**src/rtl/decoder_pkg.sv**
```systemverilog
// Shared types and decode function for decoder_pipe.
// Widths are sized for the largest supported code; instances use the low NUM_OUT select bits.
package decoder_pkg;

    localparam int unsigned MAX_IN_W = 6;
    localparam int unsigned SEL_W    = 1 << MAX_IN_W;

    typedef enum logic [1:0] {
        ST_EMPTY = 2'd0,
        ST_ONE   = 2'd1,
        ST_TWO   = 2'd2
    } pipe_state_e;

    typedef struct packed {
        logic [MAX_IN_W-1:0] code;
        logic                act_low;
    } dec_req_t;

    typedef struct packed {
        logic [SEL_W-1:0] sel;
        logic             err;
    } dec_rsp_t;

    // Select bits at or above num_out are always zero so unused lanes stay constant.
    function automatic dec_rsp_t decode_f(input dec_req_t req, input int unsigned num_out);
        dec_rsp_t         rsp;
        logic [SEL_W-1:0] hot;
        logic [SEL_W-1:0] mask;
        rsp.err = (32'(req.code) >= num_out);
        hot     = rsp.err ? '0 : (SEL_W'(1) << req.code);
        // A shift by SEL_W wraps to zero, so the subtraction yields all ones for a full decoder.
        mask    = (SEL_W'(1) << num_out) - SEL_W'(1);
        rsp.sel = (req.act_low ? ~hot : hot) & mask;
        return rsp;
    endfunction

endpackage

```
**src/rtl/decoder_skid_buf.sv**
```systemverilog
// Two-entry valid/ready skid buffer: registered output stage plus one overflow slot.
// in_ready_o is registered and never depends combinationally on out_ready_i.
module decoder_skid_buf
    import decoder_pkg::*;
#(
    parameter type T = dec_rsp_t
) (
    input  logic clk,
    input  logic rst,
    input  logic in_valid_i,
    output logic in_ready_o,
    input  T     in_data_i,
    output logic out_valid_o,
    input  logic out_ready_i,
    output T     out_data_o
);

    pipe_state_e state_q, state_d;
    T            out_q, out_d;
    T            skid_q, skid_d;
    logic        out_valid_q, out_valid_d;
    logic        in_ready_q, in_ready_d;
    logic        accept_c;
    logic        emit_c;

    assign accept_c = in_valid_i && in_ready_q;
    assign emit_c   = out_valid_q && out_ready_i;

    always_ff @(posedge clk or posedge rst) begin
        if (rst) begin
            state_q     <= ST_EMPTY;
            out_q       <= '0;
            skid_q      <= '0;
            out_valid_q <= 1'b0;
            in_ready_q  <= 1'b1;
        end else begin
            state_q     <= state_d;
            out_q       <= out_d;
            skid_q      <= skid_d;
            out_valid_q <= out_valid_d;
            in_ready_q  <= in_ready_d;
        end
    end

    // Output register is cleared when it drains so the select vector reads zero while idle.
    always_comb begin
        state_d = state_q;
        out_d   = out_q;
        skid_d  = skid_q;
        unique case (state_q)
            ST_EMPTY: begin
                if (accept_c) begin
                    state_d = ST_ONE;
                    out_d   = in_data_i;
                end
            end
            ST_ONE: begin
                if (accept_c && emit_c) begin
                    out_d = in_data_i;
                end else if (accept_c) begin
                    state_d = ST_TWO;
                    skid_d  = in_data_i;
                end else if (emit_c) begin
                    state_d = ST_EMPTY;
                    out_d   = '0;
                end
            end
            ST_TWO: begin
                if (emit_c) begin
                    state_d = ST_ONE;
                    out_d   = skid_q;
                    skid_d  = '0;
                end
            end
            default: begin
                state_d = ST_EMPTY;
                out_d   = '0;
                skid_d  = '0;
            end
        endcase
        out_valid_d = (state_d != ST_EMPTY);
        in_ready_d  = (state_d != ST_TWO);
    end

    assign in_ready_o  = in_ready_q;
    assign out_valid_o = out_valid_q;
    assign out_data_o  = out_q;

endmodule

```
**src/rtl/decoder_pipe.sv**
```systemverilog
// Registered binary-to-one-hot/one-cold decoder with valid/ready streams and a 2-entry skid.
// Optional saturating accept/error counters are built when DECODER_STATS_EN is defined.
module decoder_pipe
    import decoder_pkg::*;
#(
    parameter int unsigned IN_W    = 3,
    parameter int unsigned NUM_OUT = 8,
    parameter int unsigned CNT_W   = 16
) (
    input  logic               clk,
    input  logic               rst,
    input  logic               in_valid,
    output logic               in_ready,
    input  logic [IN_W-1:0]    in_code,
    input  logic               in_act_low,
    output logic               out_valid,
    input  logic               out_ready,
    output logic [NUM_OUT-1:0] out_sel,
    output logic               out_err
`ifdef DECODER_STATS_EN
    ,
    output logic [CNT_W-1:0]   stat_accept_cnt,
    output logic [CNT_W-1:0]   stat_err_cnt
`endif
);

    if (IN_W < 1 || IN_W > MAX_IN_W || NUM_OUT < 1 || NUM_OUT > (1 << IN_W) || CNT_W < 1)
    begin : g_bad_cfg
        $error("decoder_pipe: unsupported IN_W/NUM_OUT/CNT_W combination");
    end

    dec_req_t req_c;
    dec_rsp_t rsp_c;
    dec_rsp_t out_rsp;

    assign req_c.code    = MAX_IN_W'(in_code);
    assign req_c.act_low = in_act_low;
    assign rsp_c         = decode_f(req_c, NUM_OUT);

    // Decode happens before the skid, so both stored entries already carry their final select word.
    decoder_skid_buf #(
        .T (dec_rsp_t)
    ) u_skid (
        .clk         (clk),
        .rst         (rst),
        .in_valid_i  (in_valid),
        .in_ready_o  (in_ready),
        .in_data_i   (rsp_c),
        .out_valid_o (out_valid),
        .out_ready_i (out_ready),
        .out_data_o  (out_rsp)
    );

    assign out_sel = out_rsp.sel[NUM_OUT-1:0];
    assign out_err = out_rsp.err;

    if (NUM_OUT < SEL_W) begin : g_sel_hi
        logic unused_sel_hi;
        assign unused_sel_hi = |out_rsp.sel[SEL_W-1:NUM_OUT];
    end

`ifdef DECODER_STATS_EN
    logic             accept_c;
    logic [CNT_W-1:0] acc_cnt_q, acc_cnt_d;
    logic [CNT_W-1:0] err_cnt_q, err_cnt_d;

    assign accept_c = in_valid && in_ready;

    always_ff @(posedge clk or posedge rst) begin
        if (rst) begin
            acc_cnt_q <= '0;
            err_cnt_q <= '0;
        end else begin
            acc_cnt_q <= acc_cnt_d;
            err_cnt_q <= err_cnt_d;
        end
    end

    // Counted at accept time; both counters stick at all-ones.
    always_comb begin
        acc_cnt_d = acc_cnt_q;
        err_cnt_d = err_cnt_q;
        if (accept_c) begin
            if (acc_cnt_q != {CNT_W{1'b1}}) begin
                acc_cnt_d = acc_cnt_q + CNT_W'(1);
            end
            if (rsp_c.err && (err_cnt_q != {CNT_W{1'b1}})) begin
                err_cnt_d = err_cnt_q + CNT_W'(1);
            end
        end
    end

    assign stat_accept_cnt = acc_cnt_q;
    assign stat_err_cnt    = err_cnt_q;
`endif

endmodule
```
**config.mk**
```make
export PLATFORM = sky130hd
export DESIGN_NAME = decoder_pipe
export DESIGN_NICKNAME = d
export VERILOG_FILES = /design/src/rtl/decoder_pkg.sv /design/src/rtl/decoder_skid_buf.sv /design/src/rtl/decoder_pipe.sv
export SDC_FILE = /design/constraint.sdc
export NUM_CORES = 1
export LEC_CHECK = 0
export CAP_MARGIN = 5
export CORE_MARGIN = 3
export CORE_UTILIZATION = 50
export DETAILED_ROUTE_END_ITERATION = 8
export PLACE_DENSITY = 0.85
export SLEW_MARGIN = 10
export SYNTH_ARGS = -nofsm -noshare
export SYNTH_HDL_FRONTEND = slang
export SYNTH_SLANG_ARGS = --single-unit
```
**constraint.sdc**
```tcl
create_clock -name clk -period 1.5 [get_ports clk]
set_input_delay 0.3 -clock clk [delete_from_list [all_inputs] [get_ports clk]]
set_output_delay 0.3 -clock clk [all_outputs]
set_load 0.01 [all_outputs]
```
==> results of run 1 <==
through the flow:
| stage | cell area [um2] | utilization (%) |
|---|---|---|
| 2_1_floorplan | 1035 | - |
| 3_3_place_gp | 1291 | 70.20 |
| 3_5_place_dp | 1291 | 70.20 |
| 4_1_cts | 1315 | 71.50 |
| 5_1_grt | 1321 | 71.84 |
| 6_report | 1321 | 71.84 |
placed cells by master, fill, tap and decap left out, drive strengths merged, types with 5 or more instances in the layout:
cell type	n
nand2	8
inv	9
xnor2	5
buf	12
dfrtp	19
a22oi	8
o221ai	8
o2bb2ai	8
nor2	5
clkdlybuf4s50	7
dlygate4sd2	10
sequential cells by signal (all words and copies together) (netlist names):
name	cells
u_skid.in_ready_o	1
u_skid.out_valid_o	1
u_skid.out_data_o	8
u_skid.state_q	2
u_skid.skid_q	8
what timing repair did:
item,CTS,global route
resized for setup,10,3
endpoints found under the hold margin,0,0
setup endpoints to repair,10,8
how the worst max path moves through the flow:
stage / endpoint / slack [ns] / cells after the start / from
2_1_floorplan: u_skid.skid_q[4] / 0.11 / 5 / u_skid.out_valid_o
3_3_place_gp: u_skid.out_data_o[1] / -0.12 / 6 / out_ready
3_5_place_dp: u_skid.out_data_o[3] / -0.16 / 5 / in_valid
4_1_cts: in_ready / 0.03 / 1 / u_skid.in_ready_o
5_1_grt: in_ready / 0.01 / 1 / u_skid.in_ready_o
6_report: in_ready / 0.04 / 1 / u_skid.in_ready_o
logic make-up (layout without fill, tap and decap cells):
group | Yosys count | in the layout
compound gates | 30 | 30
xor+xnor | 9 | 9
buf+inv | 15 | 42
flops | 20 | 20
other cells | 1 | 1
simple gates | 23 | 23
power breakdown:
| part | switching [W] | internal (W) | total [W] |
|---|---|---|---|
| logic | 0.000537 | 0.000555 | 0.00109 |
| clock network | 0.000167 | 0.000148 | 0.000315 |
| registers | 0.000190 | 0.000782 | 0.000972 |
cell type report:
class	count	area, um2	area share (%)
multi-input combinational	63	470.5	35.61
tap	25	31.28	2.367
clock buffer	4	36.28	2.746
inverter	9	33.78	2.557
sequential	20	501.7	37.97
timing repair buffer	29	247.7	18.75
metal layers:
| metal | vias up | global-route usage (%) | part of all wire (%) | routed length [um] |
|---|---|---|---|---|
| li1 | 406 | - | - | - |
| met1 | 413 | 23.01 | 43 | 924 |
| met2 | 32 | 31.14 | 52 | 1123 |
| met3 | 2 | 5.444 | 4.5 | 96 |
| met4 | 0 | 3.493 | 0.33 | 7 |
| met5 | - | 0 | 0 | 0 |
==> impl_metrics.json, run 1 <==
{
  "n_fill_cell": 139,
  "ios": 19,
  "core_area_mm2": 0.001839,
  "synth_edf_count": 0,
  "path_clk_slew_ns": 0.12,
  "cts.sinks": 20,
  "synth_compound_area_share_pct": 23.34,
  "setup_slack_ns": 0.03863,
  "grt_max_degree": 21,
  "endpoint_kind": "output pin",
  "dp_slack_ns": -0.1625,
  "rows": 15,
  "yosysMostFrequentCell": "dfrtp_1",
  "routedWlPerCell_um": 14.35,
  "peakVddDrop_uv": 1104,
  "die-area_mm2": 0.002651,
  "startpoint_type": "flip-flop",
  "min_period_ns": 1.461,
  "synth-xor-area-share_pct": 7.618,
  "slew_viol_final": 0,
  "clockRootBuffer": "clkbuf_4",
  "dp.cells": 146,
  "synth_top_family_by_area": "compound AO/OA/AOI/OAI gates",
  "holdBufCountCts": 0,
  "grt_pass1_vias": 842,
  "initial_core_util_pct": 56.26,
  "r2r_cells": 6,
  "cts_max_level": 1,
  "crit_buf_inv": 1,
  "ys_seq_area_share_pct": 48.49,
  "reg2reg_slack_ns": 0.08,
  "cts_tree": "yes",
  "drc": 0,
  "period_share_pct": 97.42,
  "gr-usage-all-layers_pct": 18.27,
  "routed_wl_mm": 2.152,
  "cp_cell_sequence": "dlygate4sd2_1",
  "die_h_um": 51.49,
  "finalNetCount": 134,
  "power.total_w": 0.002379,
  "synth_top_area_share_pct": 45.95,
  "powerDensity_mw_per_mm2": 1801,
  "r2r-start": "u_skid.in_ready_o",
  "path_max_fanout": 3,
  "die_w_um": 51.49,
  "muxShareOfSynthArea_pct": 0,
  "synthAdderAreaFrac_pct": 0,
  "syn_to_final_growth_pct": 27.69,
  "power.leakage_nw": 0.5824,
  "crit_arrival_ns": 1.16,
  "critPathMaxStageDelay_ns": 0.58,
  "initialDrtViolationCount": 21,
  "gp_congestion": 0.8226,
  "yosys.area_share.simple_pct": 13.54,
  "hold_violations": 0,
  "clock_path_buffers": 2,
  "fin_setup_tns_ns": 0,
  "ant_nets": 0,
  "synth.area.top_cells": "dfrtp_1, o221ai_1, o2bb2ai_1, a22oi_1, xnor2_1",
  "status": "complete, no violations",
  "yosysWarnings": 0,
  "path_delay_family": "flip-flops",
  "rsz0062_at_grt": "no",
  "synth_fp_nets": 106,
  "holdWs_ns": 0.3123,
  "synth_flop_cell": "dfrtp_1",
  "firstDrtPassIters": 4,
  "critPathKind": "flip-flop to output pin",
  "ys_types": 27,
  "clock_latency_ns": 0.31,
  "setup_violations": 0,
  "crit_slowest_cell": "dfstp_2",
  "synthArstFlopShare_pct": 100.0,
  "fmax_mhz": 684.3,
  "ys_top_cells_by_count": "dfrtp_1, inv_1",
  "grt_pass1_wl_mm": 3.657,
  "dp_hpwl_mm": 1.626,
  "antenna_cells": 0,
  "hp-class": "input pin to asynchronous set/reset pin",
  "max-cap-violations": 0,
  "synth_top_cell_by_area": "dfrtp_1",
  "instances_no_fill": 150,
  "syn_area_mm2": 0.001035,
  "via_per_inst": 5.687,
  "syn_inst": 98,
  "overflow": 0,
  "drive_gt1_share_pct": 18.40,
  "r2r_end": "u_skid.skid_q[1]",
  "yosys_register_bits": 20,
  "cts_setup_buffers": 0,
  "cts_inserted_buffers": 3,
  "skew_ns": 0.01163,
  "cp.required_ns": 1.20,
  "synth_area_per_cell_um2": 10.56,
  "antenna_found_initial": 0,
  "portBuffers": 17,
  "vias": 853
}
Note: power is estimated with default switching activity, not from simulation.
==> run 2, diff against run 1 <==
--- a/config.mk
+++ b/config.mk
@@ -5,7 +5,8 @@
 export SDC_FILE = /design/constraint.sdc
 export NUM_CORES = 1
 export LEC_CHECK = 0
-export CAP_MARGIN = 5
+export CAP_MARGIN = 30
+export CORE_ASPECT_RATIO = 0.9
 export CORE_MARGIN = 3
 export CORE_UTILIZATION = 50
 export DETAILED_ROUTE_END_ITERATION = 8
==> run 2 against run 1 <==
  * Maximum frequency grew 2.3%
  * Core utilization grew 1.5 points
  * Routed wire length grew 4.8%
  * Count of clock-buffer cells in the layout shrank 1
  * Die area is essentially flat
  * Critical path depth is the same
  * Sequential share of layout area is essentially flat
  * First-iteration DRC count grew 90%
  * Non-clock buffer count shrank 2
  * Highest routed layer unchanged
==> impl_metrics.json, run 2 (synthesis results as in run 1) <==
{
  "status": "complete, no violations",
  "final_cell_mix": "dfrtp_1, buf_4, inv_1, dlygate4sd2_1",
  "p_clk_share_pct": 17.4,
  "firstDrtPassIters": 4,
  "drive_gt1_share_pct": 17.07,
  "path_max_fanout": 3,
  "endpoint_kind": "output pin",
  "via_per_inst": 5.844,
  "setup_slack_ns": 0.07156,
  "initial_core_util_pct": 57.35,
  "cts.sinks": 20,
  "vias": 859,
  "portBuffers": 17,
  "dp_hpwl_mm": 1.623,
  "path_delay_family": "flip-flops",
  "startpoint_type": "flip-flop",
  "fin_setup_tns_ns": 0,
  "clockRootBuffer": "clkbuf_4",
  "routedWlPerCell_um": 15.35,
  "final_common_cell": "dfrtp_1",
  "die_h_um": 49.16,
  "multi_input_area_um2": 470.5,
  "die_w_um": 53.95,
  "grt_pass1_vias": 830,
  "period_share_pct": 95.23,
  "combPwrFrac_pct": 43.9,
  "dp_slack_ns": -0.1772,
  "cp_cell_sequence": "clkdlybuf4s15_1",
  "skew_ns": 0.001381,
  "setup_violations": 0,
  "antenna_found_initial": 0,
  "hold_violations": 0,
  "p_switching_w": 0.0009179,
  "critPathMaxStageDelay_ns": 0.58,
  "final_cell_area_mm2": 0.001323,
  "cts_tree": "yes",
  "clock_latency_ns": 0.31,
  "routed_wl_mm": 2.256,
  "cp.required_ns": 1.20,
  "power_report.internal_total_w": 0.001602,
  "cts_max_level": 1,
  "crit_slowest_cell": "dfstp_2",
  "n_fill_cell": 126,
  "ff_latch_area_um2": 501.7,
  "hp-class": "input pin to asynchronous set/reset pin",
  "overflow": 0,
  "power.leakage_nw": 0.5820,
  "peakVddDrop_uv": 1468,
  "final_util_pct": 73.30,
  "crit_arrival_ns": 1.13,
  "die-area_mm2": 0.002652,
  "powerDensity_mw_per_mm2": 1906,
  "sequentialPowerShare_pct": 38.7,
  "initialDrtViolationCount": 40,
  "sw_frac_of_total_pct": 36.42,
  "syn_to_final_growth_pct": 27.81,
  "place_area_mm2": 0.001267,
  "critPathKind": "flip-flop to output pin",
  "gr-usage-all-layers_pct": 19.39,
  "gp_congestion": 0.7961,
  "grt_pass1_wl_mm": 3.650,
  "grt_max_degree": 21,
  "ios": 19,
  "fmax_mhz": 700.1,
  "cts_inserted_buffers": 3,
  "ant_nets": 0,
  "rows": 14,
  "antenna_cells": 0,
  "path_clk_slew_ns": 0.11,
  "min_period_ns": 1.428,
  "holdBufCountCts": 0,
  "core_area_mm2": 0.001804,
  "rsz0062_at_grt": "no",
  "crit_buf_inv": 1,
  "clock_path_buffers": 2,
  "max-cap-violations": 0,
  "drc": 0,
  "slew_viol_final": 0,
  "finalNetCount": 132
}
## run 2: area by class of cell
class	count	share of cell area [%]
Clock inverter	1	2.271
Inverter	9	2.554
Multi-Input combinational cell	63	35.57
Clock buffer	3	1.703
Timing Repair Buffer	27	17.69
Sequential cell	20	37.94
Tap cell	24	2.271
## run 2: routing by layer
metal,share of wire [%],GRT usage [%],wire length (um),up-vias
met1,45,26.46,1020,417
li1,-,-,-,406
met2,47,26.41,1070,32
met3,6.0,7.645,135,4
met4,1.3,8.936,29,0
met5,0,0,0,-
## run 2: path summary, 6_finish.rpt
check / to / cells past startpoint / slack [ns] / startpoint
max: in_ready / 1 / 0.07 / u_skid.in_ready_o
min reg2reg: u_skid.skid_q[4] / 1 / 0.51 / u_skid.skid_q[4]
max reg2reg: u_skid.out_data_o[6] / 3 / 0.13 / u_skid.state_q[1]
min in group clk: u_skid.skid_q[4] / 1 / 0.51 / u_skid.skid_q[4]
min: u_skid.state_q[1] / 3 / 0.30 / rst
max in group asynchronous: u_skid.in_ready_o / 3 / 0.94 / rst
## run 2: through the flow
step                hold WS (ns)  power, W  instances
floorplan                 0.2631  0.001625         98
global placement          0.4727  0.002072        142
detailed placement        0.4754  0.002123        142
CTS                       0.2957  0.002500        147
global route              0.2994  0.002695        147
finish                    0.3032  0.002520        147
## run 2: power by group through the flow
stage	combinational [W]	clock [W]	sequential, W
2_1_floorplan	0.000647	0	0.000978
3_3_place_gp	0.00110	0	0.000971
3_5_place_dp	0.00114	0	0.000985
4_1_cts	0.00109	0.000448	0.000967
5_1_grt	0.00121	0.000482	0.00100
6_report	0.00111	0.000439	0.000976
## run 2: repair_timing
action,in CTS,in global routing
buffers inserted,1,0
endpoints found under the setup margin,10,9
gates resized for setup,10,4
